[src/rtl/awg_cmd_pkg.sv]
// Shared constants, FSM state type and byte-classification helpers for the
// AWG command parser.
package awg_cmd_pkg;

   localparam logic [7:0] ASCII_CR    = 8'h0D;
   localparam logic [7:0] ASCII_LF    = 8'h0A;
   localparam logic [7:0] ASCII_SPACE = 8'h20;
   localparam logic [7:0] ASCII_0     = 8'h30;
   localparam logic [7:0] ASCII_9     = 8'h39;
   localparam logic [7:0] KEY_W       = 8'h57;
   localparam logic [7:0] KEY_F       = 8'h46;
   localparam logic [7:0] KEY_A       = 8'h41;
   localparam logic [7:0] KEY_P       = 8'h50;
   localparam logic [7:0] KEY_R       = 8'h52;

   localparam logic [2:0] FLD_WAVE    = 3'd0;
   localparam logic [2:0] FLD_FREQ    = 3'd1;
   localparam logic [2:0] FLD_AMP     = 3'd2;
   localparam logic [2:0] FLD_PHASE   = 3'd3;
   localparam logic [2:0] FLD_RESTORE = 3'd4;

   typedef enum logic [1:0] {
      IDLE    = 2'd0,
      NUM     = 2'd1,
      DISCARD = 2'd2
   } state_t;

   function automatic int max2(input int a, input int b);
      return (a > b) ? a : b;
   endfunction

   function automatic logic [7:0] to_upper(input logic [7:0] b);
      return (b >= 8'h61 && b <= 8'h7A) ? (b - 8'h20) : b;
   endfunction

   function automatic logic is_term(input logic [7:0] b);
      return (b == ASCII_CR) || (b == ASCII_LF);
   endfunction

   function automatic logic is_digit(input logic [7:0] b);
      return (b >= ASCII_0) && (b <= ASCII_9);
   endfunction

   // Returns {hit, field code}; hit=0 for anything that is not a key letter.
   function automatic logic [3:0] key_decode(input logic [7:0] b);
      case (to_upper(b))
         KEY_W:   return {1'b1, FLD_WAVE};
         KEY_F:   return {1'b1, FLD_FREQ};
         KEY_A:   return {1'b1, FLD_AMP};
         KEY_P:   return {1'b1, FLD_PHASE};
         KEY_R:   return {1'b1, FLD_RESTORE};
         default: return 4'b0000;
      endcase
   endfunction

endpackage

[src/rtl/awg_cmd_parser_if.sv]
// Received-byte stream from the UART into the command parser.
interface awg_cmd_parser_if;
   logic [7:0] rx_data;
   logic       rx_valid;

   modport master (output rx_data, output rx_valid);
   modport slave  (input  rx_data, input  rx_valid);
endinterface

[src/rtl/awg_dec_accum.sv]
// Decimal digit accumulator with digit-count limit and sticky out-of-range flag.
module awg_dec_accum #(
   parameter int ACC_W      = 24,
   parameter int MAX_DIGITS = 8
) (
   input  logic             clk,
   input  logic             rst,
   input  logic             clear,
   input  logic             digit_stb,
   input  logic [3:0]       digit,
   input  logic [ACC_W-1:0] limit,
   output logic [ACC_W-1:0] acc,
   output logic             any_digit,
   output logic             bad
);
   localparam int CNT_W = $clog2(MAX_DIGITS + 1);

   logic [CNT_W-1:0] count;
   logic [ACC_W+3:0] prod;

   // Four guard bits hold acc*10+9 without wrapping, so overflow is always seen.
   assign prod      = {4'b0000, acc} * (ACC_W+4)'(10) + {{ACC_W{1'b0}}, digit};
   assign any_digit = (count != '0);

   always_ff @(posedge clk) begin
      if (rst || clear) begin
         acc   <= '0;
         count <= '0;
         bad   <= 1'b0;
      end else if (digit_stb && !bad) begin
         if (count >= CNT_W'(MAX_DIGITS) || prod > {4'b0000, limit}) begin
            bad <= 1'b1;
         end else begin
            acc   <= prod[ACC_W-1:0];
            count <= count + 1'b1;
         end
      end
   end

endmodule

[src/rtl/awg_cmd_parser.sv]
// Line-framed ASCII command parser driving the AWG waveform settings.
module awg_cmd_parser
   import awg_cmd_pkg::*;
#(
   parameter int WAVE_W     = 3,
   parameter int FREQ_W     = 24,
   parameter int AMP_W      = 8,
   parameter int PHASE_W    = 12,
   parameter int MAX_DIGITS = 8,
   parameter int WAVE_DEF   = 0,
   parameter int FREQ_DEF   = 1,
   parameter int AMP_DEF    = 50,
   parameter int PHASE_DEF  = 0
) (
   input  logic               clk,
   input  logic               rst,
   awg_cmd_parser_if.slave    rx,
   output logic [WAVE_W-1:0]  wave,
   output logic [FREQ_W-1:0]  freq,
   output logic [AMP_W-1:0]   amp,
   output logic [PHASE_W-1:0] phase,
   output logic               update,
   output logic [2:0]         upd_field,
   output logic               err,
   output logic               busy
);
   localparam int ACC_W = max2(max2(FREQ_W, AMP_W), max2(PHASE_W, WAVE_W));
   localparam logic [ACC_W-1:0] WAVE_LIM  = ACC_W'((64'd1 << WAVE_W)  - 64'd1);
   localparam logic [ACC_W-1:0] FREQ_LIM  = ACC_W'((64'd1 << FREQ_W)  - 64'd1);
   localparam logic [ACC_W-1:0] AMP_LIM   = ACC_W'((64'd1 << AMP_W)   - 64'd1);
   localparam logic [ACC_W-1:0] PHASE_LIM = ACC_W'((64'd1 << PHASE_W) - 64'd1);

   state_t           state, state_nxt;
   logic [2:0]       fld;
   logic [3:0]       key;
   logic [ACC_W-1:0] acc, limit;
   logic             any_digit, bad;
   logic             clear, digit_stb, fld_ld, commit, err_nxt;

   assign key  = key_decode(rx.rx_data);
   assign busy = (state != IDLE);

   always_comb begin
      case (fld)
         FLD_WAVE: limit = WAVE_LIM;
         FLD_FREQ: limit = FREQ_LIM;
         FLD_AMP:  limit = AMP_LIM;
         default:  limit = PHASE_LIM;
      endcase
   end

   awg_dec_accum #(.ACC_W(ACC_W), .MAX_DIGITS(MAX_DIGITS)) u_accum (
      .clk       (clk),
      .rst       (rst),
      .clear     (clear),
      .digit_stb (digit_stb),
      .digit     (rx.rx_data[3:0]),
      .limit     (limit),
      .acc       (acc),
      .any_digit (any_digit),
      .bad       (bad)
   );

   always_comb begin
      state_nxt = state;
      clear     = 1'b0;
      digit_stb = 1'b0;
      fld_ld    = 1'b0;
      commit    = 1'b0;
      err_nxt   = 1'b0;
      if (rx.rx_valid) begin
         case (state)
            IDLE: begin
               if (key[3]) begin
                  fld_ld    = 1'b1;
                  clear     = 1'b1;
                  state_nxt = NUM;
               end else if (!(is_term(rx.rx_data) || rx.rx_data == ASCII_SPACE)) begin
                  err_nxt   = 1'b1;
                  state_nxt = DISCARD;
               end
            end
            NUM: begin
               if (is_digit(rx.rx_data)) begin
                  // Restore takes no argument, so a digit after R is rejected at once.
                  if (fld == FLD_RESTORE) begin
                     err_nxt   = 1'b1;
                     state_nxt = DISCARD;
                  end else begin
                     digit_stb = 1'b1;
                  end
               end else if (is_term(rx.rx_data)) begin
                  if (fld == FLD_RESTORE ? !any_digit : (!bad && any_digit))
                     commit = 1'b1;
                  else
                     err_nxt = 1'b1;
                  state_nxt = IDLE;
               end else begin
                  err_nxt   = 1'b1;
                  state_nxt = DISCARD;
               end
            end
            DISCARD: begin
               if (is_term(rx.rx_data))
                  state_nxt = IDLE;
            end
            default: state_nxt = IDLE;
         endcase
      end
   end

   always_ff @(posedge clk) begin
      if (rst) begin
         state     <= IDLE;
         fld       <= FLD_WAVE;
         wave      <= WAVE_W'(WAVE_DEF);
         freq      <= FREQ_W'(FREQ_DEF);
         amp       <= AMP_W'(AMP_DEF);
         phase     <= PHASE_W'(PHASE_DEF);
         update    <= 1'b0;
         err       <= 1'b0;
         upd_field <= FLD_WAVE;
      end else begin
         state  <= state_nxt;
         update <= commit;
         err    <= err_nxt;
         if (fld_ld)
            fld <= key[2:0];
         if (commit) begin
            upd_field <= fld;
            case (fld)
               FLD_WAVE:  wave  <= acc[WAVE_W-1:0];
               FLD_FREQ:  freq  <= acc[FREQ_W-1:0];
               FLD_AMP:   amp   <= acc[AMP_W-1:0];
               FLD_PHASE: phase <= acc[PHASE_W-1:0];
               default: begin
                  wave  <= WAVE_W'(WAVE_DEF);
                  freq  <= FREQ_W'(FREQ_DEF);
                  amp   <= AMP_W'(AMP_DEF);
                  phase <= PHASE_W'(PHASE_DEF);
               end
            endcase
         end
      end
   end

endmodule
[src/flat_wrapper.sv]
// flat-port wrapper written by rule: the top's interface ports become plain ports
module awg_cmd_parser_flat import awg_cmd_pkg::*;
#(
   parameter int WAVE_W     = 3,
   parameter int FREQ_W     = 24,
   parameter int AMP_W      = 8,
   parameter int PHASE_W    = 12,
   parameter int MAX_DIGITS = 8,
   parameter int WAVE_DEF   = 0,
   parameter int FREQ_DEF   = 1,
   parameter int AMP_DEF    = 50,
   parameter int PHASE_DEF  = 0
)
  (clk, rst, wave, freq, amp, phase, update, upd_field, err, busy, rx_rx_data, rx_rx_valid);
  awg_cmd_parser_if rx_i ();
  input  logic clk;
  input  logic rst;
  output logic [WAVE_W-1:0] wave;
  output logic [FREQ_W-1:0] freq;
  output logic [AMP_W-1:0] amp;
  output logic [PHASE_W-1:0] phase;
  output logic update;
  output logic [2:0] upd_field;
  output logic err;
  output logic busy;
  input wire logic [$bits(rx_i.rx_data)-1:0] rx_rx_data;
  input wire logic [$bits(rx_i.rx_valid)-1:0] rx_rx_valid;
  assign rx_i.rx_data = rx_rx_data;
  assign rx_i.rx_valid = rx_rx_valid;
  awg_cmd_parser #(.WAVE_W(WAVE_W), .FREQ_W(FREQ_W), .AMP_W(AMP_W), .PHASE_W(PHASE_W), .MAX_DIGITS(MAX_DIGITS), .WAVE_DEF(WAVE_DEF), .FREQ_DEF(FREQ_DEF), .AMP_DEF(AMP_DEF), .PHASE_DEF(PHASE_DEF)) u_core (.clk(clk), .rst(rst), .rx(rx_i), .wave(wave), .freq(freq), .amp(amp), .phase(phase), .update(update), .upd_field(upd_field), .err(err), .busy(busy));
endmodule
[config.mk]
export PLATFORM = sky130hd
export DESIGN_NAME = awg_cmd_parser_flat
export DESIGN_NICKNAME = d
export VERILOG_FILES = /design/src/rtl/awg_cmd_pkg.sv /design/src/rtl/awg_cmd_parser_if.sv /design/src/rtl/awg_dec_accum.sv /design/src/rtl/awg_cmd_parser.sv /design/src/flat_wrapper.sv
export SDC_FILE = /design/constraint.sdc
export NUM_CORES = 1
export LEC_CHECK = 0
export BUFFER_PORTS_ARGS = -buffer_cell sky130_fd_sc_hd__buf_2
export CAP_MARGIN = 20
export CORE_ASPECT_RATIO = 1.75
export CORE_MARGIN = 2
export CORE_UTILIZATION = 60
export CTS_CLUSTER_DIAMETER = 200
export DETAILED_ROUTE_END_ITERATION = 7
export GPL_TIMING_DRIVEN = 0
export HOLD_SLACK_MARGIN = 0.15
export PLACE_DENSITY_LB_ADDON = 0.2
export SYNTH_ARGS = -nofsm -noshare
export SYNTH_HDL_FRONTEND = slang
export SYNTH_HIERARCHICAL = 1
export SYNTH_SLANG_ARGS = --single-unit
[constraint.sdc]
create_clock -name clk -period 13.2 [get_ports clk]
set_input_delay 1.32 -clock clk [delete_from_list [all_inputs] [get_ports clk]]
set_output_delay 1.32 -clock clk [all_outputs]
set_load 0.01 [all_outputs]
Word-level counts from Yosys, hierarchy flattened
Cells that the tools add are included.

Register bits after elaboration: 86. Output and inout port bits: 53. Logic and storage cells: 105.

Add/subtract/negate cells: 3. $mul: 1. Order comparisons: 6. Equal/unequal tests: 17. Muxes and demuxes: 34. Bitwise operators: 6. Reductions and logical operators: 26.

Operator list (number): 24-bit one-hot mux with 3 select lines (1); 24-bit one-hot mux with 2 select lines (1); 8-bit by 7-bit equality test with 1-bit output (second input constant) (5); 28-bit by 4-bit adder with 28-bit output (1); 28-bit by 24-bit > comparator with 1-bit output (1); 24-bit by 3-bit multiplier with 27-bit output (second input constant) (1); 12-bit one-hot mux with 2 select lines (1); 4-bit one-hot mux with 5 select lines (1); 1-bit 2-to-1 mux (19); 8-bit by 4-bit equality test with 1-bit output (second input constant) (2); 8-bit one-hot mux with 2 select lines (1); 2-bit 2-to-1 mux (6); 2-bit AND reduction (6); 3-bit OR reduction (4); 8-bit by 6-bit equality test with 1-bit output (second input constant) (1); 8-bit by 6-bit >= comparator with 1-bit output (second input constant) (1); 8-bit by 7-bit >= comparator with 1-bit output (second input constant) (1); 8-bit by 6-bit less-or-equal comparator with 1-bit output (second input constant) (1); 8-bit by 7-bit less-or-equal comparator with 1-bit output (second input constant) (1); 8-bit 2-to-1 mux (1); 8-bit by 6-bit subtractor with 8-bit output (second input constant) (1); 3-bit by 2-bit equality test with 1-bit output (second input constant) (2); 1-bit inverter (6); 2-bit one-hot mux with 3 select lines (1); other kinds (20) (27).

Depth between registers and ports, before layout
Gate-level depths: netlist (run 1).

Depth in word-level cells: 9. Gate-level depth with buffers: 23. Mapped depth without buffers: 20.

By module
The synthesis (run 1) kept the hierarchy.

Modules (own cells, without submodules): awg_dec_accum (times used 1, cells each 499, area an instance 4013.8 sq um, seq. area each 580.6 sq um); awg_cmd_parser (times used 1, cells each 326, area an instance 2606.2 sq um, seq. area each 1141.1 sq um).

Worst setup path after synthesis (run 1)
Ideal clock, no wire load.

Path kind: reg-to-reg. From: register u_core.u_accum.acc[1]. To: register u_core.u_accum.acc[0]. Arrival time: 5419 ps. Data required time: 13082 ps. Setup slack: 7663 ps. Cell stages (with the launch flop): 23. Clock period less this slack: 5537 ps. Path through: dfxtp_1 -> ha_1 -> ha_1 -> fa_1 -> a211oi_1 -> o21bai_1 -> xnor2_1 -> and4_1 -> and4bb_2 -> or3b_2 -> o31a_2 -> or2_2 -> ha_1 -> and4_1 -> nand3_1 -> or3_1 -> a31oi_1 -> nor2_1 -> o21bai_1 -> a211oi_2 -> buf_6 -> buf_12 -> mux2i_1.

Cells in the longest elaborated chain, start to end: 6.

RTL lines: start: declaration (line awg_dec_accum.sv:12) `output logic [ACC_W-1:0] acc,`; start signal: assignment (line awg_dec_accum.sv:34) `acc <= prod[ACC_W-1:0];`; 24-bit by 3-bit multiplier with 27-bit output (line awg_dec_accum.sv:22) `assign prod = {4'b0000, acc} * (ACC_W+4)'(10) + {{ACC_W{1'b0}}, digit};`; 28-bit by 4-bit adder with 28-bit output (line awg_dec_accum.sv:22); named net u_core.u_accum.prod[21] (line awg_dec_accum.sv:19) `logic [ACC_W+3:0] prod;`; 28-bit by 24-bit > comparator with 1-bit output (line awg_dec_accum.sv:31) `if (count >= CNT_W'(MAX_DIGITS) || prod > {4'b0000, limit}) begin`; 1-bit logical OR (line awg_dec_accum.sv:31); 1-bit inverter (no source line); 2-bit AND reduction (no source line).

The timed path passes the listed nets, and every way through them passes these cells. A chain may end at the register's enable or synchronous reset.

Worst setup path after layout (run 1)
From: register u_core.u_accum.acc[1]. To: register u_core.u_accum.acc[2].

Same word-level chain as after synthesis.

==> flow_summary.ini, run 1 <==
[status]
status = complete, but fails checks
violations = design-rule violations

[place]
place_inst = 1019
place_hpwl_um = 14500
io_buffers = 62
preCtsSetupSlack_ns = 6.90
dpl-instance-area_um2 = 7100
place.gp.congestion = 0.912

[clock_network]
post-cts-setup-buffer-count = 0
clock-sinks = 86
clkTransAtPathRegs_ns = 0.06
tritoncts = done
cts_buffers = 9
cts_hold_buf = 0
cts_root_buf = clkbuf_16
cts_buffer_depth = 2
cts.repair.resized = 0
clkLatencyLatePin_ns = 0.33
ctsHtreeMaxLevel = 3

[grt]
overflow = 0
antenna_found_initial = 0
track_usage_pct = 31.2
grt_pass1_wl_um = 30200
grt_pass1_vias = 6458
grt_start_max_net_pins = 22

[timing]
tns_ns = 0
worstMarginPinSlew_ns = 1.01
finalCriticalPeriod_ns = 6.37
setup_ws_ns = 6.83
slew_headroom_pct = 32.0
setup_violations = 0
final_max_slew_viol_count = 0
max_freq_mhz = 157
rsz0062_at_grt = false
post-route-period-util_pct = 48.2
skew_ns = 0.00642
hold_violations = 0

[worst_hold_path]
hold_depth = 2
min_path_type = register to register

[logic_synthesis]
syn_inst = 825
synth_area_um2 = 6620
yosys.area.top_type = dfxtp_1
synthTopCellsByArea = dfxtp_1 (26%), ha_1 (14%), nand2_1 (7.1%), mux2i_1 (5.0%), a21oi_1 (4.2%)
synthDistinctLibCells = 90
async_reset_ff_share_pct = 0
ys_warn_count = 6
ys_seq_elements = 86
yosysTopAreaCellShare_pct = 26.0
synth_flop_cell = dfxtp_1
yosysMostFrequentCell = nand2_1
synth_commonest_cells = nand2_1 (125), dfxtp_1 (86), ha_1 (75), a21oi_1 (55), inv_1 (48)
synth_edf_count = 0
synth.avg_cell_area_um2 = 8.02
synth-seq-area-share_pct = 26.0

[die]
die-area_um2 = 11900
dieHeight_um = 143
core_um2 = 10700
ioPinCount = 64
die_w_um = 83.4
initial_utilization_pct = 61.9
num_rows = 50

[routing]
drt-total-wl_um = 18200
firstDrtPassIters = 7
drc = 1
wl_per_cell_um = 17.6
vias = 6384
first_iter_violations = 336
ant_nets = 0
vias_per_cell = 6.18

[finish]
multi_input_area_um2 = 4480
fillers = 907
antenna_cells = 0
nets = 988
final_layout_size_suffix_gt1_share_pct = 14.2
seqCellArea_um2 = 1720
syn_to_final_growth_pct = 11.5
stdcell_area_um2 = 7380
layoutNonFillerInstCount = 1033

[power]
combPwrFrac_pct = 5.1
power.total_mw = 0.530
netSwitchingPower_mw = 0.117
p_leak_nw = 3.17
swShare_pct = 22.1
power_density_nw_per_um2 = 71.8
power_frac_seq_pct = 49.1
clkPwrFrac_pct = 45.7
internal-power_mw = 0.413
peakVddDrop_uv = 88.8

[critical_path]
rr_worst_depth = 22
crit_arrival_ns = 6.62
critPathKind = register to register
cp.required_ns = 13.45
worstSetupStartpointType = register
cp-end-kind = register
worstPathMaxFanout = 10

[job]
max_cap_viol_count = 0
[layout make-up]
class	count	area share (%)
buffer	42	3.37
clock buffer	10	3.10
clock inverter	4	0.678
inverter	48	2.44
multi-input combinational	651	60.7
sequential	86	23.3
tap	130	2.20
timing repair buffer	62	4.20
[critical path, stage by stage (launching register included)]
cell and delay [ns]:
dfxtp_1 0.60, ha_1 0.32, ha_1 0.24, fa_1 0.42, a211oi_1 0.43, o21ai_1 0.20
a21boi_0 0.24, xnor2_1 0.21, nand4_1 0.32, or3b_2 0.56, o31a_2 0.31, or2_2 0.30
ha_1 0.29, and4_1 0.22, nand3_1 0.10, or3_1 0.42, a31oi_1 0.19, nor2_1 0.06
o21bai_1 0.27, a211oi_2 0.09, buf_6 0.18, buf_12 0.15, mux2i_1 0.17
[stage by stage]
stage / hold WS [ns] / utilization, %
floorplan: 0.457 / -
global placement: 0.440 / 66.4
detailed placement: 0.440 / 66.4
CTS: 0.449 / 69.0
global route: 0.460 / 69.0
finish: 0.448 / 69.0
[logic make-up (layout without fill, tap and decap cells)]
| family | after synthesis | after routing | share of synthesized area (%) |
|---|---|---|---|
| mux | 34 | 34 | 5.16 |
| flops | 86 | 86 | 26.0 |
| other cells | 1 | 3 | 0.0566 |
| simple gates | 327 | 327 | 25.0 |
| buf+inv | 90 | 166 | 6.48 |
| fa+ha+maj | 77 | 77 | 14.8 |
| compound gates | 180 | 180 | 18.5 |
| xor+xnor | 30 | 30 | 3.97 |
[power by group through the flow]
stage / Clock, mW / Sequential (mW) / Combinational, mW
after floorplan: 0 / 0.266 / 0.0178
after global placement: 0 / 0.266 / 0.0256
after CTS: 0.245 / 0.260 / 0.0267
after detailed placement: 0 / 0.266 / 0.0265
final: 0.242 / 0.260 / 0.0272
after global routing: 0.256 / 0.260 / 0.0300
[sequential cells by signal, summed over array words and instances, names as in the netlist]
register / cells
u_core/err: 1
u_core/u_accum/count: 4
u_core/u_accum/bad: 1
u_core/state: 2
u_core/u_accum/acc: 24
u_core/freq: 24
u_core/fld: 3
u_core/phase: 12
u_core/wave: 3
u_core/upd_field: 3
u_core/update: 1
u_core/amp: 8
[worst paths after layout]
check / startpoint / endpoint / slack [ns]
max: u_core/u_accum/acc[1] / u_core/u_accum/acc[2] / 6.83
min: u_core/upd_field[2] / u_core/upd_field[2] / 0.45
max reg2reg: u_core/u_accum/acc[1] / u_core/u_accum/acc[2] / 6.83
min reg2reg: u_core/upd_field[2] / u_core/upd_field[2] / 0.45
[layer usage]
| layer | global-route usage, % | wire length [um] |
|---|---|---|
| met1 | 30.1 | 6430 |
| met2 | 59.8 | 9710 |
| met3 | 3.70 | 705 |
| met4 | 23.1 | 1350 |
| met5 | 0 | 0 |
[cells in the final DEF, fill, tap and decap left out, types with 6 or more instances in the layout]
| cell | n |
|---|---|
| nand2_1 | 125 |
| ha_1 | 75 |
| nor2b_1 | 8 |
| nand4_1 | 13 |
| xnor2_1 | 19 |
| nand3_1 | 45 |
| inv_1 | 48 |
| nor3b_1 | 7 |
| mux2i_1 | 33 |
| buf_2 | 68 |
| nand2b_1 | 8 |
| clkbuf_16 | 9 |
| o21a_1 | 9 |
| dfxtp_1 | 86 |
| nor3_1 | 15 |
| xor2_1 | 11 |
| or3_1 | 9 |
| nor4_1 | 9 |
| and4_1 | 6 |
| nor2_1 | 43 |
| o21ai_0 | 23 |
| clkbuf_1 | 24 |
| a21oi_1 | 55 |
| o21ai_1 | 15 |
| a21o_1 | 13 |
Note: power is estimated with default switching activity, not from simulation.
==> inputs of run 2 (changes only) <==
- ABC_AREA: not set -> 1
- CORE_UTILIZATION: 60 -> 56
- clock period: 13.2 -> 5.7 ns (I/O delays scaled with it)
==> run 2 against run 1 <==
Net effect:
- sequential power rose by 130%
- register-to-register slack got worse by 6.4 ns
- combinational power grew to 4.0 times the previous value
- clock power rose by 140%
- largest power group unchanged
- via count increased by 21%
- first-iteration DRC count down 7.7%
- maximum frequency rose by 21%
- clock skew shrank 0.0015 ns
- the flow now finishes without violations
- critical endpoint is now u_core/u_accum/acc[6]
==> flow_summary.ini, run 2 <==
[power]
p_leak_nw = 4.34
internal-power_mw = 0.986
swShare_pct = 23.5
netSwitchingPower_mw = 0.304
combPwrFrac_pct = 8.4
power_density_nw_per_um2 = 154
clkPwrFrac_pct = 44.6
power_frac_seq_pct = 46.9
peakVddDrop_uv = 118

[timing]
tns_ns = 0
slew_headroom_pct = 30.7
max_freq_mhz = 190
post-route-period-util_pct = 92.4
hold_violations = 0
skew_ns = 0.00496
setup_ws_ns = 0.434
rsz0062_at_grt = false
setup_violations = 0
final_max_slew_viol_count = 0
worstMarginPinSlew_ns = 1.04
finalCriticalPeriod_ns = 5.27

[logic_synthesis]
synth_top_family_by_area = simple AND/OR/NAND/NOR gates
yosysTopAreaCellShare_pct = 22.9
synthTopCellsByArea = dfxtp_1 (23%), nand2_1 (16%), ha_1 (12%), inv_1 (9.9%), a21oi_1 (6.3%)
yosys.area.top_type = dfxtp_1
synth-seq-area-share_pct = 22.9
ys_warn_count = 6
synth_flop_cell = dfxtp_1
synthAdderAreaFrac_pct = 13.0
synth-simple-area-share_pct = 35.2
synth_edf_count = 0
syn_inst = 1161
async_reset_ff_share_pct = 0
synth_area_um2 = 7530
ys_seq_elements = 86
synth_xor_area_share_pct = 2.33
synthDistinctLibCells = 42
yosysMostFrequentCell = nand2_1
synth.avg_cell_area_um2 = 6.48
synth_mux_area_share_pct = 0
synth_commonest_cells = nand2_1 (328), inv_1 (199), a21oi_1 (94), dfxtp_1 (86), nor2_1 (81)
synth_compound_area_share_pct = 13.3

[die]
ioPinCount = 64
initial_utilization_pct = 56.8
dieHeight_um = 157
die_w_um = 91.6
die-area_um2 = 14400
core_um2 = 13200
num_rows = 56

[finish]
fillers = 1264
layoutNonFillerInstCount = 1415
top_regs = u_core/freq x24, u_core/u_accum/acc x24, u_core/phase x12
final_common_cell = nand2_1
nets = 1325
syn_to_final_growth_pct = 11.1
layout_common_cells = nand2_1 (328), inv_1 (199), a21oi_1 (94)
final_layout_size_suffix_gt1_share_pct = 14.3
antenna_cells = 0
multi_input_area_um2 = 4820
seqCellArea_um2 = 1720

[status]
status = completed

[routing]
vias_per_cell = 5.45
drc = 0
ant_nets = 0
first_iter_violations = 310
drt-total-wl_um = 21300
vias = 7717
firstDrtPassIters = 6
wl_per_cell_um = 15.1

[grt]
grt_pass1_vias = 7557
antenna_found_initial = 0
overflow = 0
track_usage_pct = 30.0
grt_start_max_net_pins = 22
grt_pass1_wl_um = 34200

[critical_path]
worstPathMaxFanout = 10
cp-end-kind = register
critPathKind = register to register
cpPeakStageDelay_ns = 0.53
cp_num_buf_inv = 3
cp.required_ns = 5.90
crit_top_cell = nand2_1
critical-path-slowest-cell = fa_1
crit_arrival_ns = 5.47
worstSetupStartpointType = register
cp_top_family = simple AND/OR/NAND/NOR gates

[clock_network]
clkTransAtPathRegs_ns = 0.06
clock-sinks = 86
clkLatencyLatePin_ns = 0.34
cts_buffers = 9
tritoncts = done
post-cts-setup-buffer-count = 0
ctsHtreeMaxLevel = 3
cts_hold_buf = 0
cts_root_buf = clkbuf_16
cts_buffer_depth = 2

[place]
place_hpwl_um = 17200
place.gp.congestion = 0.958
io_buffers = 63
preCtsSetupSlack_ns = 0.197
place_inst = 1400

[job]
max_cap_viol_count = 0

[worst_hold_path]
min_path_type = register to register
==> run 2: routing by layer <==
| metal | up-vias | track usage (%) | routed length [um] |
|---|---|---|---|
| met2 | 210 | 59.3 | 11500 |
| met1 | 3522 | 28.2 | 7600 |
| met5 | - | 0 | 0 |
| li1 | 3898 | - | - |
| met4 | 0 | 21.1 | 1450 |
| met3 | 87 | 2.44 | 738 |
==> run 2: repair_timing <==
action                                  CTS  global route
endpoints found under the setup margin    0            22
endpoints found under the hold margin     0             0
resized for setup                         0             2
==> run 2: layout make-up <==
class                   count  share of cell area (%)
plain buffers              29                    2.50
clock buffers              11                    2.90
clock inverters             4                   0.569
inverters                 210                    9.44
multi-input cells         838                    57.6
flip-flops and latches     86                    20.6
well taps                 174                    2.60
repair buffers             63                    3.77
==> run 2: power by group through the flow <==
stage               combinational [mW]  sequential, mW  clock (mW)
CTS                              0.109           0.605       0.585
global placement                 0.106           0.618           0
detailed placement               0.107           0.618           0
global route                     0.122           0.605       0.605
floorplan                       0.0770           0.618           0
finish                           0.109           0.605       0.576
==> run 2: logic make-up after synthesis <==
kind of cell	Yosys count
xor+xnor	20
buf+inv	239
flops	86
fa+ha+maj	77
simple gates	583
compound gates	155
other cells	1
==> run 2: path summary, 6_finish.rpt <==
check,startpoint,end,slack [ns],depth (start not counted)
max,u_core/u_accum/acc[3],u_core/u_accum/acc[6],0.43,27
min,u_core/freq[18],u_core/freq[18],0.46,2
max reg2reg,u_core/u_accum/acc[3],u_core/u_accum/acc[6],0.43,27
min reg2reg,u_core/freq[18],u_core/freq[18],0.46,2
==> run 2: stage by stage <==
stage	hold WS, ns	util [%]	cell area [um^2]	total power [mW]
detailed placement	0.447	60.9	8070	0.726
global placement	0.449	60.9	8070	0.725
global route	0.480	63.1	8360	1.33
CTS	0.459	63.1	8360	1.30
floorplan	0.460	-	7530	0.696
finish	0.462	63.1	8360	1.29
==> run 2: worst min-delay path: cells and delay by family (launching register included) <==
family          cells  cell delay, ns
buf+inv             1            0.06
compound gates      1            0.05
flops               1            0.31
